## config.mk

```make
export PLATFORM = sky130hd
export DESIGN_NAME = alu_share_arbiter
export DESIGN_NICKNAME = d
export VERILOG_FILES = /design/src/rtl/alu_share_arbiter.sv
export SDC_FILE = /design/constraint.sdc
export NUM_CORES = 1
export LEC_CHECK = 0
export ABC_AREA = 1
export BUFFER_PORTS_ARGS = -buffer_cell sky130_fd_sc_hd__buf_2
export CORE_MARGIN = 2
export CORE_UTILIZATION = 45
export DETAILED_ROUTE_END_ITERATION = 12
export PLACE_DENSITY = 0.83
export REMOVE_ABC_BUFFERS = 1
export SLEW_MARGIN = 0
export SYNTH_ARGS = -nofsm -noshare
export SYNTH_HDL_FRONTEND = slang
export SYNTH_SLANG_ARGS = --single-unit
```

## constraint.sdc

```tcl
create_clock -name clk -period 4.3 [get_ports clk]
set_clock_uncertainty 0.1 [all_clocks]
set_input_delay 0.215 -clock clk [delete_from_list [all_inputs] [get_ports clk]]
set_output_delay 0.215 -clock clk [all_outputs]
set_load 0.03 [all_outputs]
```

## src/rtl/alu_share_arbiter.sv

```systemverilog
// Shares one ALU between an execute-stage requester (port 0) and a branch/address helper (port 1).
// Round-robin grant, registered operands, a single operation in flight at a time.
module alu_share_arbiter #(
   parameter int WIDTH = 32
) (
   input  logic             clk,
   input  logic             reset,
   input  logic             req0_valid,
   output logic             req0_ready,
   input  logic [WIDTH-1:0] req0_A,
   input  logic [WIDTH-1:0] req0_B,
   input  logic [2:0]       req0_ctrl,
   input  logic             req1_valid,
   output logic             req1_ready,
   input  logic [WIDTH-1:0] req1_A,
   input  logic [WIDTH-1:0] req1_B,
   input  logic [2:0]       req1_ctrl,
   output logic             rsp0_valid,
   input  logic             rsp0_ready,
   output logic             rsp1_valid,
   input  logic             rsp1_ready,
   output logic [WIDTH-1:0] rsp_result,
   output logic             rsp_zero,
   output logic [WIDTH-1:0] alu_A,
   output logic [WIDTH-1:0] alu_B,
   output logic [2:0]       alu_ctrl,
   input  logic [WIDTH-1:0] alu_result,
   input  logic             alu_zero
);

   typedef enum logic [1:0] {IDLE, EXEC, RESP} state_t;

   state_t           state;
   logic [WIDTH-1:0] op_a;
   logic [WIDTH-1:0] op_b;
   logic [2:0]       op_ctrl;
   logic [WIDTH-1:0] res_q;
   logic             zero_q;
   logic             grant_id;
   logic             last_grant;
   logic             grant;
   logic             accept;
   logic             rsp_done;

   // On a tie the port that was not served last wins.
   always_comb begin
      grant = ~last_grant;
      if (req0_valid && !req1_valid) begin
         grant = 1'b0;
      end else if (req1_valid && !req0_valid) begin
         grant = 1'b1;
      end
   end

   assign req0_ready = (state == IDLE) && !reset && req0_valid && !grant;
   assign req1_ready = (state == IDLE) && !reset && req1_valid && grant;
   assign accept     = (req0_valid && req0_ready) || (req1_valid && req1_ready);
   assign rsp_done   = grant_id ? rsp1_ready : rsp0_ready;

   always_ff @(posedge clk or posedge reset) begin
      if (reset) begin
         state      <= IDLE;
         op_a       <= '0;
         op_b       <= '0;
         op_ctrl    <= 3'b000;
         res_q      <= '0;
         zero_q     <= 1'b0;
         grant_id   <= 1'b0;
         last_grant <= 1'b1;
      end else begin
         case (state)
            IDLE: begin
               if (accept) begin
                  op_a     <= grant ? req1_A : req0_A;
                  op_b     <= grant ? req1_B : req0_B;
                  op_ctrl  <= grant ? req1_ctrl : req0_ctrl;
                  grant_id <= grant;
                  state    <= EXEC;
               end
            end
            EXEC: begin
               res_q      <= alu_result;
               zero_q     <= alu_zero;
               last_grant <= grant_id;
               state      <= RESP;
            end
            RESP: begin
               if (rsp_done) begin
                  state <= IDLE;
               end
            end
            default: state <= IDLE;
         endcase
      end
   end

   assign rsp0_valid = (state == RESP) && !grant_id;
   assign rsp1_valid = (state == RESP) && grant_id;
   assign rsp_result = res_q;
   assign rsp_zero   = zero_q;
   assign alu_A      = op_a;
   assign alu_B      = op_b;
   assign alu_ctrl   = op_ctrl;

endmodule

```

**After elaboration in Yosys (flattened, before gate mapping)**

Index checks and enable logic that the tools add are counted.

- Flip-flop bits (word level): 104
- Input bits: 173
- Output and inout bits: 104
- Word-level logic and storage cells: 42

- Equality and inequality tests: 4
- Multiplexer cells: 9
- Bitwise logic cells: 1
- Reductions and logical operators: 20

Operators with widths:

| operator | number |
|---|---|
| $mux W32 | 2 |
| $logic_and A1 B1 Y1 | 11 |
| $pmux W2 S3 | 1 |
| $logic_not A1 Y1 | 5 |
| $mux W2 | 2 |
| $ne A2 B2 Y1 const B | 2 |
| $reduce_and A2 Y1 | 2 |
| $mux W1 | 3 |
| $mux W3 | 1 |
| $eq A2 B1 Y1 const B | 1 |
| $eq A2 B2 Y1 const B | 1 |
| $logic_not A2 Y1 | 1 |
| $logic_or A1 B1 Y1 | 1 |
| $not A1 Y1 | 1 |

**Longest topological paths before layout**

Gate-level depths: netlist (run 1).

- Word-level depth: 10
- Depth in mapped cells: 9
- Mapped depth without buffers: 7

**Worst setup path after synthesis (run 1)**

Ideal clock, no wire load.

- Kind: input to register
- From: input reset
- To: register grant_id
- Setup time: 0.153 ns
- Data arrival time: 3.675 ns
- Data required time: 4.047 ns
- Setup slack: 0.372 ns
- Stages: 5
- Buffers on the path: 1
- Cells stage by stage: inv_1 nand3_1 buf_4 nor2_1 a21oi_1

- Cells in the longest elaborated chain, start to end: 7
- Elaborated cells on any way between the ends: 10
- Classes of those cells: reduce/logical: 10

Ends and longest elaborated chain:

| element | RTL line | RTL |
|---|---|---|
| from (decl) | 7 | `input logic reset,` |
| $logic_not A1 Y1 (no source line) | - |  |
| $logic_and A1 B1 Y1 (3 in series) | 55 | `assign req0_ready = (state == IDLE) && !reset && req0_valid && !grant;` |
| net req0_ready | 9 | `output logic req0_ready,` |
| $logic_and A1 B1 Y1 | 57 | `assign accept = (req0_valid && req0_ready) \|\| (req1_valid && req1_ready);` |
| $logic_or A1 B1 Y1 | 57 |  |
| $reduce_and A2 Y1 (no source line) | - |  |
| to (signal assigned) | 77 | `grant_id <= grant;` |
| to (decl) | 39 | `logic grant_id;` |

The timed path passes the listed nets, and every way through them passes these cells.
A chain may end at the register's enable or synchronous reset.

**Worst setup path in the final report (run 1)**

- From: register last_grant
- To: output req0_ready

- Cells in the longest elaborated chain, start to end: 5

Ends and longest elaborated chain:

| element | RTL line | RTL |
|---|---|---|
| from (decl) | 40 | `logic last_grant;` |
| from (signal assigned) | 84 | `last_grant <= grant_id;` |
| $not A1 Y1 | 47 | `grant = ~last_grant;` |
| $mux W1 | 50 | `end else if (req1_valid && !req0_valid) begin` |
| $mux W1 | 48 | `if (req0_valid && !req1_valid) begin` |
| $logic_not A1 Y1 | 55 |  |
| $logic_and A1 B1 Y1 | 55 |  |
| to (decl) | 9 |  |

Every way passes these cells.

==> run_results.csv, run 1 <==
group,metric,value,unit
global_route,grt_start_max_net_pins,69,
setup_path,startpoint,"last_grant",
logic_synthesis,synth-seq-cells,104,
global_route,busiest_layer,"met2",
place,post-dp-hpwl,10500,um
cells_and_area,antenna_cells,0,
cells_and_area,fillers,942,
timing,layout_setup_ws,0.704,ns
worst_hold_path,holdCritPathClass,"primary input to flip-flop",
logic_synthesis,synth.yosys.warnings,0,
floorplan,std_cell_rows,38,
logic_synthesis,synth_top_area_share,51.1,%
job,maxCapViolCount,0,
setup_path,critPathArrivalTime,3.28,ns
drt,vias_per_cell,5.11,
setup_path,max_stage_delay,0.89,ns
place,io_buffers,276,
place,globalplace.congestion,0.746,
global_route,grt_util_met3,6.88,%
logic_synthesis,syn_inst,612,
logic_synthesis,synth-edff-count,0,
drt,first_pass_iters,4,
pwr,pwr-share-seq,34.5,%
drt,drt_iter0_markers,350,
worst_hold_path,whs_path_depth,5,
timing,tightest_slew,1.23,ns
global_route,globalRouteMet1Util,32.4,%
outcome,status,"complete, no violations",
floorplan,die-area,12100,um^2
setup_path,cpMaxStageDelayCell,"nand2_2",
pwr,combPwrFrac,54.4,%
drt,drc_errors,0,
global_route,overflow,0,
pwr,power_frac_clock,11.1,%
logic_synthesis,yosysUniqueCellTypes,19,
logic_synthesis,synthArstFlopShare,100,%
floorplan,core_area,10900,um^2
clock_tree,cts_tree,"built",
floorplan,initial_utilization,46.3,%
logic_synthesis,synth_area_leaders,"dfrtp_1 (51%), nand2_1 (20%), nand3_1 (14%)",
floorplan,die_y,110,um
setup_path,r2r_slack,1.32,ns
setup_path,worstPathMaxFanout,68,
cells_and_area,finish.utilization,63.6,%
cells_and_area,nets,1066,
setup_path,start_kind,"flip-flop",
setup_path,cp.required,3.98,ns
clock_tree,cts_sinks,104,
pwr,switching_share,50.4,%
pwr,p_leak,4.03,nW
drt,drtAntennaViolNets,0,
setup_path,path_class,"flip-flop to output pin",
setup_path,ff2ff_path_depth,6,
pwr,ir_drop,0.493,mV
timing,setup_viol,0,
global_route,grt_pass1_wl,25200,um
logic_synthesis,seq_area_frac_synth,51.7,%
timing,rsz0062_at_grt,"no",
cells_and_area,final_layout_size_suffix_gt1_share,38.0,%
clock_tree,numCtsBuffers,9,
timing,drv_slew,0,
floorplan,die_x,110,um
timing,max_slew_margin,17.5,%
logic_synthesis,netlist_area,5040,um^2
drt,vias,5304,
global_route,grt_pass1_vias,5092,
pwr,p_int,2.52,mW
pwr,power.density,734,nW/um^2
setup_path,r2r-end,"grant_id",
global_route,grt_util_all_layers,27.0,%
setup_path,regToRegStartpoint,"last_grant",
drt,postRouteWirelength,16200,um
cells_and_area,multi_input_area,2180,um^2
global_route,antenna_found_initial,0,
clock_tree,cts.root.buffer_cell,"clkbuf_8",
floorplan,pin_count,277,
setup_path,path_cells,"nand2_1, nand2_2, buf_4, nand2_2, nor2_1, buf_2",
clock_tree,cts_buffer_depth,2,
timing,finalCritPeriodShare,83.6,%
timing,min_period,3.60,ns
place,dpl_worst_slack,1.10,ns
clock_tree,clkLatencyLatePin,0.36,ns
worst_hold_path,hold_path_end,"alu_B[4]",
logic_synthesis,synthFlopType,"dfrtp_1",
clock_tree,path_clk_slew,0.11,ns
clock_tree,h-tree-depth,3,
setup_path,path_common_cell,"nand2_2",
pwr,p_switching,2.56,mW
global_route,met2_usage,44.7,%
logic_synthesis,synth_top_area_cell,"dfrtp_1",
timing,hold_violations,0,
drt,drt-wirelength-per-cell,15.6,um
timing,clock.fmax,278,MHz
logic_synthesis,syn_avg_cell_area,8.24,um^2
cells_and_area,area_growth,37.4,%
logic_synthesis,synth.most_common_cell,"nand2_1",
setup_path,cp-end-kind,"output pin",
worst_hold_path,worstHoldStart,"req1_B[4]",
cells_and_area,seq_area,2600,um^2
logic_synthesis,ys_top_cells_by_count,"nand2_1 (275), nand3_1 (136), dfrtp_1 (103)",
[per-layer routing]
metal | vias up | wire [um]
li1 | 2535 | -
met1 | 2458 | 6240
met2 | 259 | 7950
met3 | 52 | 1430
met4 | 0 | 623
met5 | - | 0
[placed cells by master, fill, tap and decap left out, types with 4 or more instances in the layout]
master,n
buf_2,276
nand2_1,274
nand3_1,135
dfrtp_1,103
mux2_2,33
dlygate4sd3_1,33
clkbuf_8,9
buf_4,6
inv_1,5
nand2_2,4
nor2_1,4
[sequential cells by signal, indices dropped and copies added (netlist names)]
name        count
grant_id        1
rsp_zero        1
last_grant      1
alu_ctrl        3
state           2
rsp_result     32
alu_A          32
alu_B          32
[final cells by class]
| cell class | count | area share, % |
|---|---|---|
| sequential | 104 | 37.6 |
| multi-input combinational | 456 | 31.5 |
| timing repair buffer | 315 | 25.4 |
| tap | 140 | 2.53 |
| clock buffer | 10 | 1.84 |
| clock inverter | 6 | 0.759 |
| inverter | 7 | 0.416 |
[logic make-up (layout without fill, tap and decap cells)]
logic type / after synthesis / after routing / share of synthesized area [%]
and+or+nand+nor: 420 / 420 / 35.0
AOI/OAI and AO/OA: 3 / 3 / 0.372
DFF: 104 / 104 / 51.7
muxes: 33 / 33 / 7.37
buffers and inverters: 52 / 338 / 5.58
[timing repair]
| action | in CTS | in global routing |
|---|---|---|
| gates resized for setup | 0 | 0 |
| buffers inserted | 0 | 0 |
| hold buffers | 33 | 0 |
| hold endpoints to repair | 88 | 0 |
[worst max-delay path, delay by kind of cell, from the launching register on]
kind          cells  cell delay [ns]
buf+inv           2             0.81
flops             1             0.55
simple gates      4             1.53
[through the flow]
stage          hold slack, ns  area, um^2  cells  TNS, ns  total power [mW]
4_1_cts                0.0104        6920   1038        0              5.05
5_1_grt                0.0265        6920   1038        0              5.42
3_3_place_gp            0.291        6410    989        0              4.39
3_5_place_dp            0.300        6410    989        0              4.46
6_report               0.0211        6920   1038        0              5.08
2_1_floorplan           0.266        4790    567   -52.05              3.55
[power groups by stage]
stage | clock [mW] | combinational [mW] | sequential, mW
after floorplan | 0 | 0.904 | 2.65
after global placement | 0 | 2.67 | 1.72
after detailed placement | 0 | 2.72 | 1.74
after CTS | 0.580 | 2.75 | 1.73
after global routing | 0.622 | 2.98 | 1.81
final | 0.567 | 2.77 | 1.75
[worst max path at each step]
stage	end	cells after the start
floorplan	grant_id	4
global placement	req0_ready	6
detailed placement	req0_ready	6
CTS	req0_ready	6
global route	req0_ready	6
finish	req0_ready	6
Note: power is estimated with default switching activity, not from simulation.
==> run 2, diff against run 1 <==
Clock period 4.3 ns to 3.4 ns, I/O delays scaled along.
==> run 2 against run 1 <==
Against the previous run:
- utilization is 5.9 points higher
- via count increased by 11%
- highest routed layer unchanged
- non-clock buffer count up 63
- sequential share of layout area down 3.2 points
- wire length grew 13%
- sequential power is 26% higher
- setup slack worse by 0.082 ns
- critical path depth is 1 lower
- flip-flop and latch count unchanged
- critical path type unchanged
- largest cell class unchanged
- hold slack got worse by 0.012 ns
- clock power up 37%
==> run_results.csv, run 2 (same netlist as run 1, synthesis figures left out) <==
group,metric,value,unit
outcome,status,"complete, no violations",
drt,drt-wirelength-per-cell,16.7,um
drt,drt_iter0_markers,517,
setup_path,ff2ff_path_depth,8,
setup_path,startpoint,"last_grant",
pwr,switching_share,50.4,%
drt,drtAntennaViolNets,0,
global_route,grt_start_max_net_pins,79,
timing,min_period,2.78,ns
timing,drv_slew,0,
pwr,power_frac_clock,11.8,%
setup_path,cp.required,3.13,ns
timing,tightest_slew,0.964,ns
pwr,p_int,3.27,mW
timing,clock.fmax,360,MHz
place,dpl_worst_slack,0.914,ns
timing,finalCritPeriodShare,81.7,%
global_route,grt_pass1_wl,27700,um
timing,max_slew_margin,35.8,%
drt,vias_per_cell,5.34,
worst_hold_path,whs_path_depth,5,
cells_and_area,fillers,793,
clock_tree,cts_buffer_depth,2,
floorplan,die-area,12100,um^2
pwr,finalPower,6.58,mW
cells_and_area,final_common_cell,"buf_2",
cells_and_area,nets,1129,
place,post-dp-hpwl,10300,um
setup_path,start_kind,"flip-flop",
cells_and_area,layout_common_cells,"buf_2 (276), nand2_1 (274), nand3_1 (135)",
pwr,pwr-share-seq,33.4,%
worst_hold_path,holdCritPathClass,"primary input to flip-flop",
timing,layout_setup_ws,0.622,ns
floorplan,std_cell_rows,38,
global_route,grt_util_all_layers,29.6,%
clock_tree,post_cts_resized,0,
clock_tree,numCtsBuffers,9,
global_route,antenna_found_initial,2,
clock_tree,cts_sinks,104,
pwr,ir_drop,0.528,mV
drt,vias,5891,
cells_and_area,area_growth,50.2,%
global_route,overflow,0,
setup_path,worstPathMaxFanout,27,
clock_tree,cts_tree,"built",
setup_path,cp-end-kind,"output pin",
worst_hold_path,worstHoldStart,"req1_A[28]",
timing,hold_violations,0,
drt,drc_errors,0,
setup_path,regToRegStartpoint,"last_grant",
job,maxCapViolCount,0,
global_route,grt_pass1_vias,5543,
floorplan,core_area,10900,um^2
drt,postRouteWirelength,18400,um
setup_path,path_class,"flip-flop to output pin",
drt,first_pass_iters,5,
floorplan,pin_count,277,
clock_tree,clkLatencyLatePin,0.36,ns
floorplan,initial_utilization,46.3,%
clock_tree,path_clk_slew,0.11,ns
setup_path,critPathArrivalTime,2.51,ns
clock_tree,h-tree-depth,3,
pwr,p_leak,4.31,nW
place,io_buffers,276,
floorplan,die_y,110,um
timing,holdWs,0.00900,ns
place,globalplace.congestion,0.780,
timing,rsz0062_at_grt,"no",
timing,setup_viol,0,
pwr,combPwrFrac,54.8,%
pwr,power.density,870,nW/um^2
pwr,p_switching,3.32,mW
clock_tree,cts.root.buffer_cell,"clkbuf_8",
cells_and_area,final_layout_size_suffix_gt1_share,35.8,%
floorplan,die_x,110,um
## run 2: cell count changes in the layout (fill, tap and decap cells not counted), sizes merged
cell | previous run | this run
inv | 9 | 11
buf | 282 | 284
diode | 0 | 2
dlygate4sd3 | 33 | 94
clkinvlp | 2 | 0
## run 2: through the flow
stage / area [um^2] / cells / TNS [ns] / utilization (%)
floorplan: 4790 / 567 / -112.67 / -
global placement: 6430 / 991 / 0 / 59.0
detailed placement: 6430 / 991 / 0 / 59.0
CTS: 7560 / 1101 / 0 / 69.5
global route: 7570 / 1103 / 0 / 69.5
finish: 7570 / 1103 / 0 / 69.5
## run 2: final timing paths
kind / end / slack (ns)
min in group asynchronous: alu_A[3] / 0.31
worst max register to register: alu_A[0] / 0.84
worst min register to register: alu_B[29] / 0.41
worst max-delay path: req0_ready / 0.62
max in group asynchronous: alu_B[18] / 1.58
worst min-delay path: alu_A[28] / 0.009
## run 2: layout make-up
cell class                      count  area (um^2)  area share (%)
Sequential cell                   104         2600            34.4
Timing Repair Buffer              378         2380            31.5
Multi-Input combinational cell    456         2180            28.8
Tap cell                          140          175            2.31
Clock buffer                       10          138            1.82
Clock inverter                      6         57.6           0.760
Inverter                            7         28.8           0.380
Antenna cell                        2         5.00          0.0661
## run 2: critical path, cell delays in order (launching register included)
cell,delay [ns]
dfstp_2,0.56
nand2_1,0.12
nand2_2,0.44
nand2_2,0.46
nor2_1,0.29
buf_2,0.26
## run 2: routing by layer
layer / part of all wire (%) / global-route usage (%) / up-vias
li1: - / - / 2662
met1: 36 / 33.6 / 2697
met2: 48 / 48.4 / 455
met3: 11 / 10.2 / 77
met4: 4.4 / 16.6 / 0
met5: 0 / 1.34 / -
## run 2: power by group through the flow
stage	clock, mW	sequential [mW]	combinational [mW]
floorplan	0	3.35	1.14
global placement	0	2.14	3.40
detailed placement	0	2.17	3.44
CTS	0.781	2.15	3.53
global route	0.825	2.25	3.87
finish	0.777	2.20	3.61
## run 2: timing repair
action,4_1_cts,5_1_grt
hold endpoints to repair,119,0
hold buffers,94,0
buffers inserted,0,0
==> run 3, diff against run 2 <==
Settings changed: CORE_UTILIZATION 45 to 41, PLACE_DENSITY 0.83 to 0.8.
Clock period 3.4 ns to 2.4 ns, I/O delays scaled along.
==> run 3 against run 2 <==
Against the previous run:
- the run now ends with hold timing left
- non-clock buffer count grew 34
- hold slack lost 0.0093 ns
- final cell count grew 3.8%
- register-to-register slack got worse by 0.62 ns
- die area up 9.4%
- clock-buffer cell count grew 1
- via count down 1.7%
- flip-flop and latch count is the same
- setup slack got worse by 0.41 ns
- global-route usage is 2.4 points lower
- critical path depth up 4
==> run_results.csv, run 3 (same netlist as run 1, synthesis figures left out) <==
group,metric,value,unit
setup_path,ff2ff_path_depth,9,
clock_tree,cts_setup_buffers,0,
timing,holdWs,-0.000249,ns
setup_path,r2r_slack,0.22,ns
global_route,grt_util_all_layers,27.1,%
timing,min_period,2.18,ns
timing,tightest_slew,0.850,ns
clock_tree,clkLatencyLatePin,0.34,ns
worst_hold_path,whs_path_depth,5,
floorplan,core_area,12000,um^2
drt,wl_met3,1170,um
pwr,finalPower,9.95,mW
setup_path,critPathArrivalTime,2.32,ns
place,dpl.cell_count,1002,
clock_tree,path_clk_slew,0.07,ns
cells_and_area,final_layout_size_suffix_gt1_share,34.8,%
place,io_buffers,276,
floorplan,die_x,115,um
global_route,grt_pass1_wl,28100,um
timing,finalCritPeriodShare,91.0,%
cells_and_area,stdcell_count,1145,
place,globalplace.congestion,0.808,
drt,drc_errors,0,
setup_path,regToRegStartpoint,"last_grant",
clock_tree,cts_sinks,104,
setup_path,cp.required,2.53,ns
timing,setup_viol,0,
pwr,power.density,1230,nW/um^2
floorplan,die_y,115,um
drt,first_pass_iters,5,
pwr,ir_drop,0.597,mV
worst_hold_path,worstHoldStart,"req0_A[2]",
outcome,status,"complete, but fails checks",
setup_path,cp-end-kind,"flip-flop",
floorplan,std_cell_rows,40,
clock_tree,cts_tree,"built",
clock_tree,cts.root.buffer_cell,"clkbuf_16",
setup_path,path_class,"flip-flop to flip-flop",
floorplan,die-area,13200,um^2
drt,vias_per_cell,5.06,
floorplan,initial_utilization,42.0,%
cells_and_area,fillers,923,
global_route,antenna_found_initial,0,
outcome,violations,"hold timing",
global_route,grt_pass1_vias,5819,
timing,clock.fmax,458,MHz
drt,drt_iter0_markers,360,
global_route,overflow,0,
clock_tree,numCtsBuffers,9,
timing,max_slew_margin,43.1,%
cells_and_area,area_growth,60.3,%
cells_and_area,nets,1163,
setup_path,startpoint,"last_grant",
drt,drtAntennaViolNets,0,
cells_and_area,layout_common_cells,"buf_2 (276), nand2_1 (274), nand3_1 (135)",
job,maxCapViolCount,0,
drt,vias,5792,
worst_hold_path,holdCritPathClass,"primary input to flip-flop",
cells_and_area,final_common_cell,"buf_2",
drt,postRouteWirelength,18000,um
timing,rsz0062_at_grt,"no",
global_route,grt_start_max_net_pins,69,
place,post-dp-hpwl,10600,um
pwr,p_leak,4.53,nW
drt,drt-wirelength-per-cell,15.7,um
setup_path,worstPathMaxFanout,68,
floorplan,pin_count,277,
drt,wl_met2,9180,um
drt,drt-met1-wl,6710,um
clock_tree,cts_buffer_depth,2,
timing,hold_violations,1,
setup_path,start_kind,"flip-flop",
timing,drv_slew,0,
clock_tree,h-tree-depth,3,
drt,top_layer_used,"met4",
[run 3: cell count changes in the layout (fill, tap and decap cells not counted), sizes merged]
cell         previous run  this run
inv                    11         7
clkinvlp                0         1
buf                   284       288
bufinv                  0         2
dlygate4sd3            94       124
clkbuf                 10        11
diode                   2         3
[run 3: where the power goes]
part,total (mW),switching (mW),leakage (nW),internal [mW]
Clock,1.55,0.636,0.150,0.915
Sequential,3.09,0.471,1.28,2.62
Combinational,5.31,3.53,3.10,1.78
Total,9.95,4.64,4.53,5.31
[run 3: timing repair]
action                                  4_1_cts  5_1_grt
gates resized for setup                       0        3
endpoints found under the setup margin        0       11
hold buffers                                124        0
hold endpoints to repair                    108        0
[run 3: critical path, stage by stage, from the launching register on]
cell           delay [ns]
dfstp_2              0.54
inv_1                0.06
nand2_4              0.19
nand2_2              0.10
buf_12               0.21
nand2_1              0.10
nand2_1              0.06
dlygate4sd3_1        0.56
nand2_1              0.07
nand2_1              0.05
[run 3: through the flow]
stage	utilization (%)	area, um^2	worst slack (ns)	setup TNS [ns]
final	67.3	8080	0.216	0
after global routing	67.2	8070	0.0779	0
after CTS	67.1	8060	0.118	0
after detailed placement	54.2	6500	0.387	0
after global placement	54.2	6500	0.474	0
after floorplan	-	4790	-3.16	-244.40
[run 3: cell type report]
type / count / area (um^2) / share of cell area (%)
clock inverter: 5 / 81.3 / 1.01
clock buffer: 11 / 233 / 2.88
sequential: 104 / 2600 / 32.2
antenna: 3 / 7.51 / 0.0929
multi-input combinational: 456 / 2180 / 27.0
tap: 147 / 184 / 2.28
timing repair buffer: 412 / 2760 / 34.1
inverter: 7 / 28.8 / 0.356
[run 3: layer usage]
layer | global-route usage, % | up-vias
met4 | 15.7 | 0
li1 | - | 2734
met2 | 47.1 | 296
met5 | 0 | -
met1 | 31.4 | 2680
met3 | 5.11 | 82
[run 3: final timing paths]
check,end
max,alu_A[24]
min in group asynchronous,alu_B[24]
min,alu_A[2]
max reg2reg,alu_A[24]
max in group asynchronous,alu_A[27]
min reg2reg,alu_ctrl[0]
